==> src/rtl/instr_fetch.sv <==
// instr_fetch: MIPS front end holding the PC and fetching words over a req/ack port.
// Define IFETCH_PERF_EN to build the retired-instruction counter behind o_icount.
module instr_fetch #(
   parameter logic [31:0] RESET_PC = 32'h0000_0000
) (
   input  logic        i_clk,
   input  logic        i_rst_n,
   output logic        o_imem_req,
   output logic [31:0] o_imem_addr,
   input  logic        i_imem_ack,
   input  logic [31:0] i_imem_rdata,
   output logic [31:0] o_instr,
   output logic [5:0]  o_Op,
   output logic [31:0] o_pc,
   output logic [31:0] o_pc_plus4,
   output logic        o_valid,
   input  logic        i_stall,
   input  logic        i_beq,
   input  logic        i_bne,
   input  logic        i_j,
   input  logic        i_zero,
   output logic [31:0] o_icount
);

   typedef enum logic [1:0] {
      ST_IDLE  = 2'd0,
      ST_FETCH = 2'd1,
      ST_VALID = 2'd2
   } state_t;

   // Word-scaled, sign-extended branch displacement.
   function automatic logic [31:0] branch_offset(input logic [15:0] imm);
      return {{14{imm[15]}}, imm, 2'b00};
   endfunction

   // Jump target keeps the region bits of the delay-slot address.
   function automatic logic [31:0] jump_target(input logic [31:0] pc4, input logic [25:0] idx);
      return {pc4[31:28], idx, 2'b00};
   endfunction

   state_t      state_r;
   logic [31:0] pc_r;
   logic [31:0] instr_r;
   logic        valid_r;
   logic        req_r;
   logic [31:0] pc_plus4_s;
   logic [31:0] next_pc_s;
   logic        take_br_s;
   logic        retire_s;

   assign pc_plus4_s = pc_r + 32'd4;
   assign retire_s   = (state_r == ST_VALID) && !i_stall;

   // Next-PC selection, priority j > taken branch > sequential.
   always_comb begin
      next_pc_s = pc_plus4_s;
      take_br_s = (i_beq && i_zero) || (i_bne && !i_zero);
      if (i_j) begin
         next_pc_s = jump_target(pc_plus4_s, instr_r[25:0]);
      end else if (take_br_s) begin
         next_pc_s = pc_plus4_s + branch_offset(instr_r[15:0]);
      end else begin
         next_pc_s = pc_plus4_s;
      end
   end

   // Fetch sequencer; req and valid are registered alongside the state.
   always_ff @(posedge i_clk or negedge i_rst_n) begin
      if (!i_rst_n) begin
         state_r <= ST_IDLE;
         pc_r    <= {RESET_PC[31:2], 2'b00};
         instr_r <= 32'h0000_0000;
         valid_r <= 1'b0;
         req_r   <= 1'b0;
      end else begin
         case (state_r)
            ST_IDLE: begin
               req_r   <= 1'b1;
               valid_r <= 1'b0;
               state_r <= ST_FETCH;
            end
            ST_FETCH: begin
               if (i_imem_ack) begin
                  instr_r <= i_imem_rdata;
                  req_r   <= 1'b0;
                  valid_r <= 1'b1;
                  state_r <= ST_VALID;
               end else begin
                  req_r   <= 1'b1;
                  valid_r <= 1'b0;
               end
            end
            ST_VALID: begin
               if (retire_s) begin
                  pc_r    <= next_pc_s;
                  req_r   <= 1'b1;
                  valid_r <= 1'b0;
                  state_r <= ST_FETCH;
               end else begin
                  req_r   <= 1'b0;
                  valid_r <= 1'b1;
               end
            end
            default: begin
               req_r   <= 1'b0;
               valid_r <= 1'b0;
               state_r <= ST_IDLE;
            end
         endcase
      end
   end

`ifdef IFETCH_PERF_EN
   logic [31:0] icount_r;

   // Counts every retire, wrapping at 2^32.
   always_ff @(posedge i_clk or negedge i_rst_n) begin
      if (!i_rst_n) begin
         icount_r <= 32'h0000_0000;
      end else if (retire_s) begin
         icount_r <= icount_r + 32'd1;
      end else begin
         icount_r <= icount_r;
      end
   end

   assign o_icount = icount_r;
`else
   assign o_icount = 32'h0000_0000;
`endif

   assign o_imem_req  = req_r;
   assign o_imem_addr = pc_r;
   assign o_instr     = instr_r;
   assign o_Op        = instr_r[31:26];
   assign o_pc        = pc_r;
   assign o_pc_plus4  = pc_plus4_s;
   assign o_valid     = valid_r;

endmodule

==> config.mk <==
export PLATFORM = sky130hd
export DESIGN_NAME = instr_fetch
export DESIGN_NICKNAME = d
export VERILOG_FILES = /design/src/rtl/instr_fetch.sv
export SDC_FILE = /design/constraint.sdc
export NUM_CORES = 1
export LEC_CHECK = 0
export CAP_MARGIN = 5
export CORE_ASPECT_RATIO = 1.75
export CORE_MARGIN = 4
export CORE_UTILIZATION = 44
export CTS_BUF_LIST = sky130_fd_sc_hd__clkbuf_8
export DETAILED_ROUTE_END_ITERATION = 7
export PLACE_DENSITY_LB_ADDON = 0.08
export SYNTH_ARGS = -nofsm -noshare
export SYNTH_HDL_FRONTEND = slang
export SYNTH_SLANG_ARGS = --single-unit
==> constraint.sdc <==
create_clock -name i_clk -period 6.84 [get_ports i_clk]
set_input_delay 1.368 -clock i_clk [delete_from_list [all_inputs] [get_ports i_clk]]
set_output_delay 1.368 -clock i_clk [all_outputs]
set_load 0.05 [all_outputs]
Yosys cells after proc, flatten, opt, wreduce, memory -nomap -nowiden
Index checks and enable logic that the tools add are counted.

word-level totals
  register bits after elaboration = 68
  latch bits = 0
  bits in writable memories = 0
  bits in read-only memories = 0
  input bits = 40
  logic and storage cells = 32
  memories = 0

operators by class
  $add $sub $neg = 2
  multipliers = 0
  divide/modulo/power cells = 0
  order comparisons = 0
  eq/ne operators = 4
  shift operators = 0
  muxes and demuxes = 11
  bitwise operators = 0
  reduce and logical (&&, ||, !) cells = 10

operators by type and width
  kind                                                                    number
  32-bit 2-to-1 mux                                                       2
  32-bit by 3-bit adder with 32-bit output (second input constant)        1
  32-bit adder                                                            1
  2-bit one-hot mux with 3 select lines                                   1
  2-bit AND reduction                                                     3
  1-bit 2-to-1 mux                                                        4
  2-bit 2-to-1 mux                                                        2
  2-bit inequality test (second input constant)                           2
  1-bit logical AND                                                       3
  1-bit one-hot mux with 3 select lines                                   1
  2-bit by 1-bit equality test with 1-bit output (second input constant)  1
  2-bit equality test (second input constant)                             1
  1-bit zero test                                                         2
  2-bit zero test                                                         1
  1-bit one-hot mux with 2 select lines                                   1
  1-bit logical OR                                                        1

Depth between registers and ports, before layout
Gate-level depths: netlist (run 1).

  depth after elaboration = 5
  gate-level depth with buffers = 17

Worst setup path before layout (run 1)
Ideal clock, no wire load.

  path kind = reg2reg
  start point = reg pc_r[2], in the netlist o_imem_addr[2]
  end point = reg pc_r[31], in the netlist o_imem_addr[31]
  library setup time = 0.133 ns
  arrival time = 4.442 ns
  required time = 6.707 ns
  path slack = 2.266 ns
  stages on the path, launching flop included = 17
  path buffers = 0
  cell sequence = dfrtp_1 > ha_1 > nand2_1 > nor4_2 > and4_1 > nand2_1 > xnor2_1 > ha_1 > nor2_1 > o31ai_1 > nand3_1 > a21oi_1 > o21ai_0 > and3_1 > nor3_1 > xor2_1 > o21ai_1

between the ends
  word-level cells in the longest chain between the ends = 4

ends and longest elaborated chain
  item                                      RTL line  source
  from (decl)                               42        logic [31:0] pc_r;
  from (signal assigned)                    71        pc_r <= {RESET_PC[31:2], 2'b00};
  from (signal assigned)                    95        pc_r <= next_pc_s;
  32-bit by 3-bit adder with 32-bit output  51        assign pc_plus4_s = pc_r + 32'd4;
  via o_pc_plus4[20]                        15        output logic [31:0] o_pc_plus4,
  32-bit adder                              61        next_pc_s = pc_plus4_s + branch_offset(instr_r[15:0]);
  32-bit 2-to-1 mux                         60        end else if (take_br_s) begin
  32-bit 2-to-1 mux                         58        if (i_j) begin

The timed path passes the listed nets, and every way through them passes these cells.
A chain may end at the register's enable or synchronous reset.

Worst setup path in the final report (run 1)
  start point = reg pc_r[2], in the netlist o_imem_addr[2]
  end point = out o_pc_plus4[26]

between the ends
  word-level cells in the longest chain between the ends = 1

ends and longest elaborated chain
  item                                      RTL line
  32-bit by 3-bit adder with 32-bit output  51
  to (decl)                                 15

Every way passes these cells.

==> summary.txt, run 1 <==
status = finished, final reports clean
Remaining DRCs = 0
Hold Slack = 0.5391 ns
min Tclk post-route = 4.816 ns
Routed WL = 18,380 um
Hold Crit Class = register to register
CTS tree = done
max-slew violations = 0
Worst-path clk slew = 0.08 ns
post_cts resized = 0
Final HPWL DP = 14,340 um
die area = 15,040 sq um
Tot GR Track Use = 24.13%
largest net degree at the start of global routing = 67
row count = 55
Synth Instances = 660
DR iter-0 viols = 249
synth-to-layout area growth = 28.71%
Root Driver = clkbuf_8
CTS Hold Bufs = 0
worst-case clock buffer depth = 2
Starting Density = 44.71%
Yosys cell types = 63
fillcell total = 1,214
number of diodes = 0
synthesized area per cell = 8.717 sq um
vias in the first global route = 5,295
Core Region = 12,870 sq um
Final Hold Vio Count = 0
number of synthesized flops with an enable pin = 0
Worst Path Arrival = 3.45 ns
Final Setup Violations = 0
Critical Path Start Type = register
Via density = 5.454
DR pass1 iterations = 5
clock sink total = 66
Port Buf Inserts = 169
wire per inst = 19.11 um
placer congestion estimate = 0.8946
yosys warns = 0
Clock Latency Late Sink = 0.36 ns
Period Utilization, post-route = 70.40%
f_max = 207.7 MHz
Antenna Nets Post-Route = 0
via count = 5,247
Final #Nets = 867
RSZ-0062 raised after global routing = no
ys async rst share = 100.0%
Rel. slew slack = 28.83%
post-synthesis sequential area ratio = 28.71%
width of the die = 94.44 um
Final Skew = 0.01041 ns
Post-Syn Area = 5753 sq um
synthesis-stage register bit count = 66
antenna violations before repair = 0
CP max FO = 6
ys flop type = dfrtp_1
layout cell share with drive strength beyond 1 = 9.861%
first-pass GRT wire length = 28,280 um
Req. time, crit path = 5.47 ns
H-tree depth = 3
Die H = 159.3 um
GR Overflow Total = 0
TNS Setup = 0 ns
kind of critical path = register to primary output
io pins = 208
worst-margin pin slew = 1.068 ns
critical path capture point type = primary output
max_cap viols = 0
Post-CTS Setup Inserts = 0
CTS buffer count = 9
per-layer routing:
metal,wire (um),track usage (%),vias to the layer above
met5,0,0,-
met4,656,9.796,0
met3,1029,3.830,44
met2,10270,45.99,217
met1,6423,25.35,2496
li1,-,-,2490
state kept, by name, summed over array words and instances (netlist names):
name and cells:
o_imem_addr 30, o_imem_req 1, o_instr 32, o_valid 1
state_r 2
worst paths after layout:
path,from,to,slack (ns),cells after the start
max,o_imem_addr[2],o_pc_plus4[26],2.02,8
min,o_instr[28],o_instr[28],0.54,1
max reg2reg,o_imem_addr[2],o_imem_addr[31],2.47,16
min reg2reg,o_instr[28],o_instr[28],0.54,1
max in group asynchronous,i_rst_n,o_instr[29],5.13,1
min in group asynchronous,i_rst_n,o_imem_addr[30],1.08,1
worst max-delay path, stage by stage (launching register included):
cell	delay, ns
dfrtp_1	0.45
ha_1	0.25
nand2_1	0.14
nor4_2	0.42
and4_1	0.33
nand3_1	0.14
nor2_1	0.16
xor2_1	0.30
clkdlybuf4s50_1	0.88
cell usage after synthesis (4+ instances only):
| cell type | count | area, sq um |
|---|---|---|
| and3_1 | 12 | 75.07 |
| a21oi_1 | 48 | 240.2 |
| inv_1 | 12 | 45.04 |
| nor2b_1 | 5 | 31.28 |
| o21bai_1 | 4 | 30.03 |
| xor2_1 | 23 | 201.4 |
| ha_1 | 40 | 500.5 |
| a211oi_1 | 9 | 67.56 |
| mux2_2 | 35 | 394.1 |
| clkbuf_1 | 15 | 56.30 |
| o21a_1 | 5 | 37.54 |
| xnor2_1 | 24 | 210.2 |
| mux2i_1 | 7 | 70.07 |
| nand2b_1 | 4 | 25.02 |
| nor3_1 | 10 | 50.05 |
| buf_4 | 75 | 563.0 |
| buf_1 | 4 | 15.01 |
| nor2_1 | 45 | 168.9 |
| or3_1 | 4 | 25.02 |
| o22ai_1 | 5 | 31.28 |
| a31oi_1 | 7 | 43.79 |
| nand3_1 | 22 | 110.1 |
| dfrtp_1 | 66 | 1652 |
| a22oi_1 | 4 | 30.03 |
| a21o_1 | 15 | 112.6 |
| o31ai_1 | 6 | 45.04 |
| nand2_1 | 60 | 225.2 |
| o21ai_0 | 37 | 185.2 |
| nand4_1 | 5 | 31.28 |
| o211ai_1 | 7 | 52.55 |
placed cells by master, fill, tap and decap left out, drive strengths merged, types with 15 or more instances in the layout:
| master | instances |
|---|---|
| ha | 40 |
| conb | 38 |
| nand2 | 60 |
| xnor2 | 27 |
| xor2 | 23 |
| a21o | 15 |
| o21ai | 40 |
| nor2 | 46 |
| nand3 | 25 |
| inv | 15 |
| clkdlybuf4s50 | 168 |
| dfrtp | 66 |
| mux2 | 35 |
| a21oi | 49 |
per-stage QoR:
stage | utilization [%] | cell area (sq um) | worst slack [ns] | instances
floorplan | - | 5892 | 2.266 | 697
detailed placement | 55.91 | 7194 | 2.426 | 946
global placement | 55.91 | 7194 | 2.489 | 946
global route | 57.54 | 7405 | 1.821 | 962
CTS | 57.54 | 7405 | 2.007 | 962
finish | 57.54 | 7405 | 2.024 | 962
kinds of logic (layout without fill, tap and decap cells):
| kind of cell | Yosys count | count (layout) | share of synthesized area (%) |
|---|---|---|---|
| AO/OA/AOI/OAI | 169 | 169 | 18.77 |
| multiplexers | 42 | 42 | 8.069 |
| XOR/XNOR | 50 | 50 | 8.003 |
| flip-flops | 66 | 66 | 28.71 |
| buffers and inverters | 107 | 201 | 11.87 |
| AND/OR/NAND/NOR | 184 | 184 | 15.46 |
| adder cells (fa/ha/maj) | 41 | 41 | 9.047 |
| other | 1 | 38 | 0.06518 |
cell type report:
type | count | area, sq um | area share [%]
clock inverters | 6 | 72.57 | 0.9801
inverters | 13 | 48.80 | 0.6590
repair buffers | 172 | 1712 | 23.12
well taps | 171 | 214.0 | 2.889
flip-flops and latches | 66 | 1652 | 22.30
multi-input cells | 524 | 3568 | 48.19
clock buffers | 10 | 137.6 | 1.859
Power of run 1 is not shown: default switching activity piles up to over one toggle a cycle in this logic, so the estimate is an artifact.
==> run 2, diff against run 1 <==
--- a/config.mk
+++ b/config.mk
@@ -8,7 +8,7 @@
 export CAP_MARGIN = 5
 export CORE_ASPECT_RATIO = 1.75
 export CORE_MARGIN = 4
-export CORE_UTILIZATION = 44
+export CORE_UTILIZATION = 42
 export CTS_BUF_LIST = sky130_fd_sc_hd__clkbuf_8
 export DETAILED_ROUTE_END_ITERATION = 7
 export PLACE_DENSITY_LB_ADDON = 0.08
==> constraint.sdc (replaced) <==
create_clock -name i_clk -period 4 [get_ports i_clk]
set_input_delay 0.8 -clock i_clk [delete_from_list [all_inputs] [get_ports i_clk]]
set_output_delay 0.8 -clock i_clk [all_outputs]
set_load 0.05 [all_outputs]
==> run 2 against run 1 <==
Against the previous run:
- critical path depth down 2
- worst hold slack better by 0.0011 ns
- first-iteration DRC count is 16% lower
- design area is 8.4% higher
- register-to-register slack worse by 2.2 ns
- routed wire length up 9.3%
- count of clock-buffer cells in the layout did not move
- clock skew grew 0.0030 ns
- core utilization increased by 2.1 points
- die area rose by 4.4%
==> summary.txt, run 2 (synthesis results as in run 1) <==
Core Region = 13,450 sq um
number of diodes = 0
first-pass GRT wire length = 30,370 um
Clock Latency Late Sink = 0.36 ns
critical path capture point type = primary output
Worst Path Arrival = 3.01 ns
io pins = 208
critical path's largest stage delay = 0.80 ns
min Tclk post-route = 3.811 ns
CP max FO = 5
final instance area = 8026 sq um
die area = 15,710 sq um
Root Driver = clkbuf_8
Via density = 5.441
worst-margin pin slew = 0.8757 ns
most frequent cells in the layout = clkdlybuf4s50_1, buf_4, dfrtp_1
Largest register FFs = 32
pre-CTS WS = 0.1149 ns
Final Setup Violations = 0
Critical Path Start Type = register
most common cell after layout, fill and taps aside = clkdlybuf4s50_1
Rel. slew slack = 41.62%
worst path cell trace = nand4_2, or4_4, nor2_1, xor2_4, buf_4, clkdlybuf4s50_1
CTS buffer count = 9
Final WS setup = 0.1894 ns
RSZ-0062 raised after global routing = no
max_cap viols = 0
Final HPWL DP = 15,790 um
antenna violations before repair = 0
wire per inst = 19.89 um
vias in the first global route = 5,613
Final Hold Vio Count = 0
f_max = 262.4 MHz
max-slew violations = 0
Final #Nets = 912
register area = 1658 sq um
TNS Setup = 0 ns
DR pass1 iterations = 5
fillcell total = 1,191
DR iter-0 viols = 209
CP max stage cell = clkdlybuf4s50_1
Period Utilization, post-route = 95.26%
Starting Density = 42.76%
Req. time, crit path = 3.20 ns
Hold Slack = 0.5402 ns
H-tree depth = 3
area post-placement = 7757 sq um
Antenna Nets Post-Route = 0
Routed WL = 20,080 um
Worst-path clk slew = 0.08 ns
worst-case clock buffer depth = 2
Hold Crit Class = register to register
layout cell share with drive strength beyond 1 = 20.69%
Port Buf Inserts = 169
kind of critical path = register to primary output
largest net degree at the start of global routing = 67
CTS tree = done
width of the die = 96.47 um
row count = 56
Remaining DRCs = 0
clock sink total = 66
Die H = 162.8 um
synth-to-layout area growth = 39.52%
status = finished, final reports clean
placer congestion estimate = 1.034
Multi-input gate area = 3896 sq um
via count = 5,495
Final Skew = 0.01337 ns
Tot GR Track Use = 25.68%
GR Overflow Total = 0
-- run 2: layout make-up --
type                       instances  area share [%]
clock buffer                      10           1.715
timing repair buffer             217           25.16
multi-input combinational        524           48.54
tap                              174           2.712
sequential                        66           20.65
clock inverter                     6          0.6079
inverter                          13          0.6079
-- run 2: per-layer routing --
layer	wire (um)	vias up	GRT usage [%]	share of wire (%)
li1	-	2577	-	-
met1	6823	2645	26.43	34
met2	11120	218	47.64	55
met3	1040	55	4.022	5.2
met4	1098	0	14.11	5.5
met5	0	-	0	0
-- run 2: metrics by stage --
stage / instances / util (%)
after floorplan: 697 / -
after global placement: 992 / 57.66
after detailed placement: 992 / 57.66
after CTS: 1008 / 59.05
after global routing: 1010 / 59.66
final: 1010 / 59.66
-- run 2: worst paths after layout --
| check | from | end | slack (ns) | depth (start not counted) |
|---|---|---|---|---|
| max in group asynchronous | i_rst_n | o_imem_addr[9] | 2.82 | 1 |
| worst max-delay path | o_imem_addr[8] | o_pc_plus4[13] | 0.19 | 6 |
| worst max register to register | o_imem_addr[3] | o_imem_addr[24] | 0.25 | 18 |
| min in group asynchronous | i_rst_n | o_instr[15] | 0.56 | 1 |
| worst min-delay path | o_instr[20] | o_instr[20] | 0.54 | 1 |
| worst min register to register | o_instr[20] | o_instr[20] | 0.54 | 1 |
-- run 2: timing repair --
action / in CTS / in global routing
endpoints found under the setup margin: 0 / 7
hold buffers: 0 / 0
resized for setup: 0 / 14
buffers inserted: 0 / 2
-- run 2: worst max-delay path: cells and delay by family, from the launching register on --
kind          cells  cell delay [ns]
buf+inv           2             0.95
flops             1             0.45
xor+xnor          1             0.19
simple gates      3             1.07
Power of run 2 is left out for the same reason.
